`src/rtl/voice_allocator_pkg.sv`:
```
// Shared types for the voice allocator: frequency word, note numbers,
// event kinds, FSM states and the captured-event record.
package mypackage;

  localparam int FREQUENCY_BITS            = 32;
  localparam int FREQUENCY_FRACTIONAL_BITS = 8;
  typedef logic [FREQUENCY_BITS-1:0] frequency;

  localparam int NOTE_BITS = 7;
  typedef logic [NOTE_BITS-1:0] note_t;

  localparam logic NOTE_ON  = 1'b1;
  localparam logic NOTE_OFF = 1'b0;

  typedef enum logic [1:0] {
    IDLE,
    SEARCH,
    COMMIT
  } va_state_e;

  typedef struct packed {
    logic     on;
    note_t    note;
    frequency freq;
  } va_event_t;

endpackage

```
`src/rtl/voice_allocator_if.sv`:
```
// Note-event handshake between the key front end and the voice allocator.
interface voice_allocator_if
  import mypackage::*;
();
  logic     ev_valid;
  logic     ev_ready;
  logic     ev_on;
  note_t    ev_note;
  frequency ev_freq;

  modport master (output ev_valid, ev_on, ev_note, ev_freq, input ev_ready);
  modport slave  (input ev_valid, ev_on, ev_note, ev_freq, output ev_ready);
endinterface

```
`src/rtl/voice_age_tracker.sv`:
```
// Per-voice saturating age counters plus the running "oldest voice" register
// that the allocator's scan updates one voice per cycle.
module voice_age_tracker
  import mypackage::*;
#(
  parameter int NVOICES  = 4,
  parameter int AGE_BITS = 8,
  parameter int IDX_W    = $clog2(NVOICES)
) (
  input  logic               clock,
  input  logic               reset,
  input  logic [NVOICES-1:0] gate,
  input  logic               touch,
  input  logic [IDX_W-1:0]   touch_idx,
  input  logic               scan_load,
  input  logic [IDX_W-1:0]   scan_idx,
  output logic               scan_older,
  output logic [IDX_W-1:0]   oldest_idx
);
  localparam logic [AGE_BITS-1:0] AGE_MAX = '1;

  logic [AGE_BITS-1:0] age [NVOICES];

  // A touch restarts the target's age and ages every other sounding voice.
  for (genvar i = 0; i < NVOICES; i++) begin : g_age
    always_ff @(posedge clock) begin
      if (reset) begin
        age[i] <= '0;
      end else if (touch) begin
        if (touch_idx == IDX_W'(i))
          age[i] <= '0;
        else if (gate[i] && age[i] != AGE_MAX)
          age[i] <= age[i] + 1'b1;
      end
    end
  end

  // Strictly older wins, so ties stay with the lower index seen first.
  assign scan_older = age[scan_idx] > age[oldest_idx];

  always_ff @(posedge clock) begin
    if (reset)          oldest_idx <= '0;
    else if (scan_load) oldest_idx <= scan_idx;
  end
endmodule

```
`src/rtl/voice_allocator.sv`:
```
// Polyphonic voice scheduler: scans the voice pool one voice per cycle and
// commits note-on/off events. Define VOICE_ALLOCATOR_STEAL_EN to steal the
// oldest voice when all are sounding; otherwise such note-ons are dropped.
module voice_allocator
  import mypackage::*;
#(
  parameter int NVOICES  = 4,
  parameter int AGE_BITS = 8
) (
  input  logic                     clock,
  input  logic                     reset,
  voice_allocator_if.slave         ev,
  output frequency [NVOICES-1:0]   voice_freq,
  output logic     [NVOICES-1:0]   voice_gate,
  output note_t    [NVOICES-1:0]   voice_note,
  output logic     [NVOICES-1:0]   voice_trig,
  output logic                     dropped
);
  localparam int               IDX_W    = $clog2(NVOICES);
  localparam logic [IDX_W-1:0] LAST_IDX = IDX_W'(NVOICES - 1);

  va_state_e        state;
  va_event_t        cap;
  logic [IDX_W-1:0] scan_idx, match_idx, free_idx, oldest_idx, on_tgt;
  logic             match_found, free_found, on_hit;
  logic             scan_older, scan_load, touch;

  assign ev.ev_ready = (state == IDLE);

  // Note-on target: retrigger a matching voice, else the first free one,
  // else (when stealing) the oldest.
  always_comb begin
    on_tgt = oldest_idx;
    if (match_found)     on_tgt = match_idx;
    else if (free_found) on_tgt = free_idx;
`ifdef VOICE_ALLOCATOR_STEAL_EN
    on_hit = 1'b1;
`else
    on_hit = match_found | free_found;
`endif
  end

  assign touch     = (state == COMMIT) && (cap.on == NOTE_ON) && on_hit;
  assign scan_load = (state == SEARCH) && ((scan_idx == '0) || scan_older);

  voice_age_tracker #(
    .NVOICES  (NVOICES),
    .AGE_BITS (AGE_BITS),
    .IDX_W    (IDX_W)
  ) u_age (
    .clock      (clock),
    .reset      (reset),
    .gate       (voice_gate),
    .touch      (touch),
    .touch_idx  (on_tgt),
    .scan_load  (scan_load),
    .scan_idx   (scan_idx),
    .scan_older (scan_older),
    .oldest_idx (oldest_idx)
  );

  always_ff @(posedge clock) begin
    if (reset) begin
      state       <= IDLE;
      cap         <= '0;
      scan_idx    <= '0;
      match_found <= 1'b0;
      match_idx   <= '0;
      free_found  <= 1'b0;
      free_idx    <= '0;
      voice_freq  <= '0;
      voice_gate  <= '0;
      voice_note  <= '0;
      voice_trig  <= '0;
      dropped     <= 1'b0;
    end else begin
      voice_trig <= '0;
      dropped    <= 1'b0;
      case (state)
        IDLE: begin
          if (ev.ev_valid) begin
            cap         <= '{on: ev.ev_on, note: ev.ev_note, freq: ev.ev_freq};
            scan_idx    <= '0;
            match_found <= 1'b0;
            free_found  <= 1'b0;
            state       <= SEARCH;
          end
        end
        SEARCH: begin
          // Keep the first hit of each kind so ties resolve to the lowest index.
          if (!match_found && voice_gate[scan_idx] && voice_note[scan_idx] == cap.note) begin
            match_found <= 1'b1;
            match_idx   <= scan_idx;
          end
          if (!free_found && !voice_gate[scan_idx]) begin
            free_found <= 1'b1;
            free_idx   <= scan_idx;
          end
          if (scan_idx == LAST_IDX) state <= COMMIT;
          else                      scan_idx <= scan_idx + 1'b1;
        end
        COMMIT: begin
          state <= IDLE;
          if (cap.on == NOTE_ON) begin
            if (on_hit) begin
              voice_gate[on_tgt] <= 1'b1;
              voice_note[on_tgt] <= cap.note;
              voice_freq[on_tgt] <= cap.freq;
              voice_trig[on_tgt] <= 1'b1;
            end else begin
              dropped <= 1'b1;
            end
          end else if (match_found) begin
            // Frequency and note stay put so the release tail keeps its pitch.
            voice_gate[match_idx] <= 1'b0;
          end
        end
        default: state <= IDLE;
      endcase
    end
  end
endmodule
```
`src/flat_wrapper.sv`:
```
// flat-port wrapper written by rule: the top's interface ports become plain ports
module voice_allocator_flat import mypackage::*;
#(
  parameter int NVOICES  = 4,
  parameter int AGE_BITS = 8
)
  (clock, reset, voice_freq, voice_gate, voice_note, voice_trig, dropped, ev_ev_valid, ev_ev_on, ev_ev_note, ev_ev_freq, ev_ev_ready);
  voice_allocator_if ev_i ();
  input  logic clock;
  input  logic reset;
  output frequency [NVOICES-1:0] voice_freq;
  output logic     [NVOICES-1:0] voice_gate;
  output note_t    [NVOICES-1:0] voice_note;
  output logic     [NVOICES-1:0] voice_trig;
  output logic dropped;
  input wire logic [$bits(ev_i.ev_valid)-1:0] ev_ev_valid;
  input wire logic [$bits(ev_i.ev_on)-1:0] ev_ev_on;
  input wire logic [$bits(ev_i.ev_note)-1:0] ev_ev_note;
  input wire logic [$bits(ev_i.ev_freq)-1:0] ev_ev_freq;
  output wire logic [$bits(ev_i.ev_ready)-1:0] ev_ev_ready;
  assign ev_i.ev_valid = ev_ev_valid;
  assign ev_i.ev_on = ev_ev_on;
  assign ev_i.ev_note = ev_ev_note;
  assign ev_i.ev_freq = ev_ev_freq;
  assign ev_ev_ready = ev_i.ev_ready;
  voice_allocator #(.NVOICES(NVOICES), .AGE_BITS(AGE_BITS)) u_core (.clock(clock), .reset(reset), .ev(ev_i), .voice_freq(voice_freq), .voice_gate(voice_gate), .voice_note(voice_note), .voice_trig(voice_trig), .dropped(dropped));
endmodule
```
`config.mk`:
```
export PLATFORM = sky130hd
export DESIGN_NAME = voice_allocator_flat
export DESIGN_NICKNAME = d
export VERILOG_FILES = /design/src/rtl/voice_allocator_pkg.sv /design/src/rtl/voice_allocator_if.sv /design/src/rtl/voice_age_tracker.sv /design/src/rtl/voice_allocator.sv /design/src/flat_wrapper.sv
export SDC_FILE = /design/constraint.sdc
export NUM_CORES = 1
export LEC_CHECK = 0
export ABC_AREA = 1
export BUFFER_PORTS_ARGS = -buffer_cell sky130_fd_sc_hd__buf_2
export CAP_MARGIN = 20
export CORE_UTILIZATION = 50
export CTS_CLUSTER_SIZE = 30
export DETAILED_ROUTE_END_ITERATION = 12
export GPL_TIMING_DRIVEN = 0
export HOLD_SLACK_MARGIN = 0.02
export PLACE_DENSITY = 0.76
export SLEW_MARGIN = 0
export SYNTH_ARGS = -nofsm -noshare
export SYNTH_HDL_FRONTEND = slang
export SYNTH_SLANG_ARGS = --single-unit
```
`constraint.sdc`:
```
create_clock -name clock -period 5.52 [get_ports clock]
set_clock_uncertainty 0.15 [all_clocks]
set_input_delay 1.104 -clock clock [delete_from_list [all_inputs] [get_ports clock]]
set_output_delay 1.104 -clock clock [all_outputs]
set_load 0.01 [all_outputs]
```
### Word level (Yosys, flattened, before mapping)

Memory sizes are Yosys's and may differ from the RTL's. A register that Yosys moved wholly into a read port is not among the register bits.
Index checks and enable logic that the tools add are counted.

* register bits: 217
* latch bits: 0
* bits in writable memories: 32
* ROM bits: 0
* input bits: 43
* logic and storage cells: 178
* memories kept: 1

Memory list
* u_core.u_age.age: words 4, width 8, rd ports 6, clocked after Yosys merged registers in 2, write ports 4, RTL line voice_age_tracker.sv:22 `logic [AGE_BITS-1:0] age [NVOICES];`

* add/subtract/negate cells: 5
* multipliers: 0
* div/mod/pow operators: 0
* $lt $le $gt $ge: 6
* equal/unequal tests: 17
* shift operators: 0
* mux-type cells: 81
* bitwise logic cells: 15
* reductions and logical operators: 32

Operators with widths (number)
* $bwmux W128: 1
* $demux W32 S2: 1
* $mux W8: 8
* $mux W1: 45
* $add A8 B1 Y8 const B: 4
* $mux W32: 1
* $ne A8 B8 Y1 const B: 4
* $bwmux W28: 1
* $mux W2: 10
* $reduce_and A3 Y1: 5
* $bmux W7 S2: 1
* $demux W7 S2: 1
* $mux W7: 2
* $logic_and A1 B1 Y1: 12
* $mux W4: 3
* $ne A2 B2 Y1 const B: 6
* $lt A2 B3 Y1 const B: 3
* $or A1 B1 Y1: 9
* $eq A2 B2 Y1 const B: 4
* $gt A8 B8 Y1: 1
* $pmux W2 S2: 2
* $reduce_and A2 Y1: 4
* $eq A7 B7 Y1: 1
* $logic_not A2 Y1: 3
* 15 further kinds: 24

### Longest topological paths before layout

* depth after elaboration: 9
* depth in mapped cells: 15
* depth with buffers taken out: 14

### Hierarchy

From an unflattened synthesis, not the netlist that was laid out.

* cell total of the unflattened synthesis: 1408
* area, all modules: 10930.5 µm²

Modules (own cells, without submodules)
* voice_allocator: times used 1, cells an instance 1086, area an instance 8421.8 µm², sequential area each 4304.1 µm²
* voice_age_tracker: times used 1, cells an instance 322, area an instance 2508.7 µm², sequential area each 1041.0 µm²

### Worst setup path after synthesis

OpenSTA, ideal clock, no wires.

* path type: input-to-reg
* start: input reset
* end: memory u_core.u_age.age[3][0] (enable)
* arrival time: 2071 ps
* slack: 2963 ps
* cell stages on the path: 7
* buffers on the path: 0
* path through: inv_1 nand3_1 nor2_4 nand2_1 nor2_1 o21ai_2 nand3_1

RTL lines
* start, declared: RTL line flat_wrapper.sv:10 `input logic reset;`
* end, declared: RTL line voice_age_tracker.sv:22

==> key figures <==
CTS
  • CTS tree: built
  • H-Tree Level Count: 1
  • Clk Latency, worst-skew pair: 0.54 ns
  • Cts repair resizes: 0
  • Hold_buf cts: 0
  • CTS root buf: clkbuf_16
  • CTS Buf Count: 26
  • Clock transition at the registers of the reported paths: 0.06 ns
  • Post-CTS Repair Setup Buffers: 0
  • Num Clock Sinks: 253
  • Max clock buf depth: 3

Synth
  • Post-Syn Area: 0.0101 sq mm
  • Post-synthesis mux area share: 0
  • Simple-gate portion of the synthesized area: 0.202
  • Synth Area in XOR/XNOR: 0.00695
  • Distinct cells, synth: 36
  • Post-synth top area share: 0.439
  • Sequential area share after synthesis: 0.534
  • Ys async rst share: 0
  • Synth area leader: dfxtp_1
  • Most common cell in the netlist: dfxtp_1
  • Post-synth EDFFs: 32
  • Largest family of logic cells by synthesized area: simple AND/OR/NAND/NOR gates
  • #FFs+latches synth: 253
  • Post-Synth Adder-Cell Area: 0.0174
  • Syn Nets: 1,283
  • Synth Warn #: 0
  • Cells after Synth: 1,226
  • Synth Area in Compound Gates: 0.169
  • Top_reg_cell synth: dfxtp_1
  • Ranking of synthesized cells by area: dfxtp_1 (44%), nand3_1 (10%), o21ai_0 (10%)
  • Synth top cells by count: dfxtp_1 (221), nand3_1 (208), o21ai_0 (203), nand2_1 (134), inv_1 (97)
  • Mean Syn Cell Area: 8.22 sq um

STA
  • Setup ws final: 2.70 ns
  • Slew HR: 0.516
  • Final Hold Vio Count: 0
  • Unrepaired setup endpoints after global routing: no
  • Slew Viols, Final: 0
  • Final setup viols: 0
  • Achievable frequency: 354 MHz
  • Worst-margin pin slew: 0.726 ns
  • Min Tclk post-route: 2.82 ns
  • Fin crit share: 0.512
  • Setup TNS: 0 ns

Setup path
  • Data arrival, critical path: 2.83 ns
  • CP Capture Type: flip-flop
  • Register-to-register setup slack: 2.81 ns
  • Crit-path max FO: 10
  • CP Launch Type: primary input
  • Critical path type: primary input to flip-flop
  • Data required, critical path: 5.53 ns

Power and ir drop
  • Total power per unit cell area: 328 mW/mm^2
  • Final Power: 4.03 mW
  • Leak: 5.36 nW
  • Peak VDD IR: 0.000261 V

Detailed routing
  • Antenna-violating nets left: 0
  • Wirelength per Cell: 18.0 um
  • Avg Vias per Cell: 5.62
  • DR vias: 9,816
  • TritonRoute pass-1 iters: 5
  • Final WL: 31.5 mm
  • Iteration-0 DRC Markers: 704
  • DRC viols: 0

Global routing
  • GRT overflow: 0
  • Vias in the first global route: 9,034
  • GR Util All Layers: 0.300
  • Largest net degree at the start of global routing: 15
  • First-pass GRT wire length: 47.9 mm
  • Antenna violations before repair: 1

Floorplan
  • CORE AREA: 0.0196 sq mm
  • Die area: 0.0207 sq mm
  • Ports: 209
  • Die X: 144 um
  • Initial Util: 0.515
  • Cell Rows: 51
  • Chip height: 144 um

Layout
  • Share of cells above drive strength 1: 0.194
  • Nets: 1,519
  • Design Area, Final: 0.0123 sq mm
  • Area growth from synthesis to final layout: 22.1%

Job
  • # Max-Cap Violations: 0

Place
  • Placed Area: 0.0115 sq mm
  • Placement Setup Slack: 2.16 ns
  • Dpl hpwl: 22.9 mm
  • Global placer's final weighted congestion: 0.935
  • Port Buffer Count: 208

Min path
  • HP Class: flip-flop to flip-flop

Status
  • Status: completed
cell families after synthesis:
logic type | after synthesis
simple gates | 442
compound gates | 330
flops | 253
buf+inv | 179
fa+ha+maj | 14
xor+xnor | 8
flip-flops by register name (all words and copies together) (netlist names), named ones only:
name	count
u_core.scan_idx	2
u_core.voice_freq	128
u_core.voice_note	28
u_core.free_idx	2
u_core.state	2
u_core.u_age.oldest_idx	2
u_core.cap	40
u_core.dropped	1
u_core.voice_gate	4
u_core.match_found	1
u_core.free_found	1
u_core.match_idx	2
u_core.voice_trig	4
u_core.u_age.age	32
stage by stage:
stage	instances	hold WS (ns)	util
5_1_grt	1747	0.356	0.628
3_3_place_gp	1699	0.307	0.585
3_5_place_dp	1699	0.317	0.585
4_1_cts	1746	0.332	0.628
6_report	1748	0.330	0.628
2_1_floorplan	1226	0.314	-
layout by cell type (no fill, tap or decap), drive strengths merged, types with 2 or more instances in the layout:
cell type / synthesis / final
buf: 29 / 237
nand4: 8 / 8
o211a: 3 / 3
nand2: 134 / 134
o21ai: 235 / 235
ha: 14 / 14
a211oi: 2 / 2
inv: 102 / 102
o22ai: 5 / 5
clkinv: 0 / 8
dfxtp: 221 / 221
nor3b: 7 / 7
xnor2: 2 / 2
a21oi: 83 / 83
nor3: 11 / 11
edfxtp: 32 / 32
xor2: 6 / 6
clkbuf: 48 / 86
diode: 0 / 2
nand3: 208 / 208
nor2: 71 / 71
layout make-up:
class	instances	area [sq um]
Tap cell	265	332
Clock buffer	38	757
Clock inverter	9	95.1
Inverter	102	383
Multi-Input combinational cell	794	3980
Antenna cell	2	5.00
Buffer	77	333
Sequential cell	253	5390
Timing Repair Buffer	208	1040
Fill cell	1768	7280
critical path: stages:
cell and delay [ns]:
buf_2 0.16, inv_1 0.14, clkbuf_1 0.48, clkbuf_1 0.48, nand3_1 0.46
report_power, final:
part / switching, mW / total, mW / internal [mW]
sequential: 0.0274 / 1.93 / 1.91
combinational: 0.256 / 0.364 / 0.108
clock: 0.733 / 1.74 / 1.00
worst paths after layout:
| kind | startpoint | to | depth (start not counted) |
|---|---|---|---|
| setup / recovery | reset | u_core.u_age.age[2][3] | 5 |
| hold / removal | u_core.voice_freq[120] | u_core.voice_freq[120] | 2 |
| setup reg to reg | flip-flop | flip-flop | 14 |
| hold reg to reg | u_core.voice_freq[120] | u_core.voice_freq[120] | 2 |
routing by layer:
layer	part of all wire	up-vias	track usage	routed length (um)
li1	-	4678	-	-
met1	0.40	4594	0.378	12700
met2	0.47	475	0.497	14700
met3	0.094	69	0.0702	2950
met4	0.034	0	0.113	1070
met5	0	-	0	0
No activity file was read; power rests on OpenSTA's default activity.
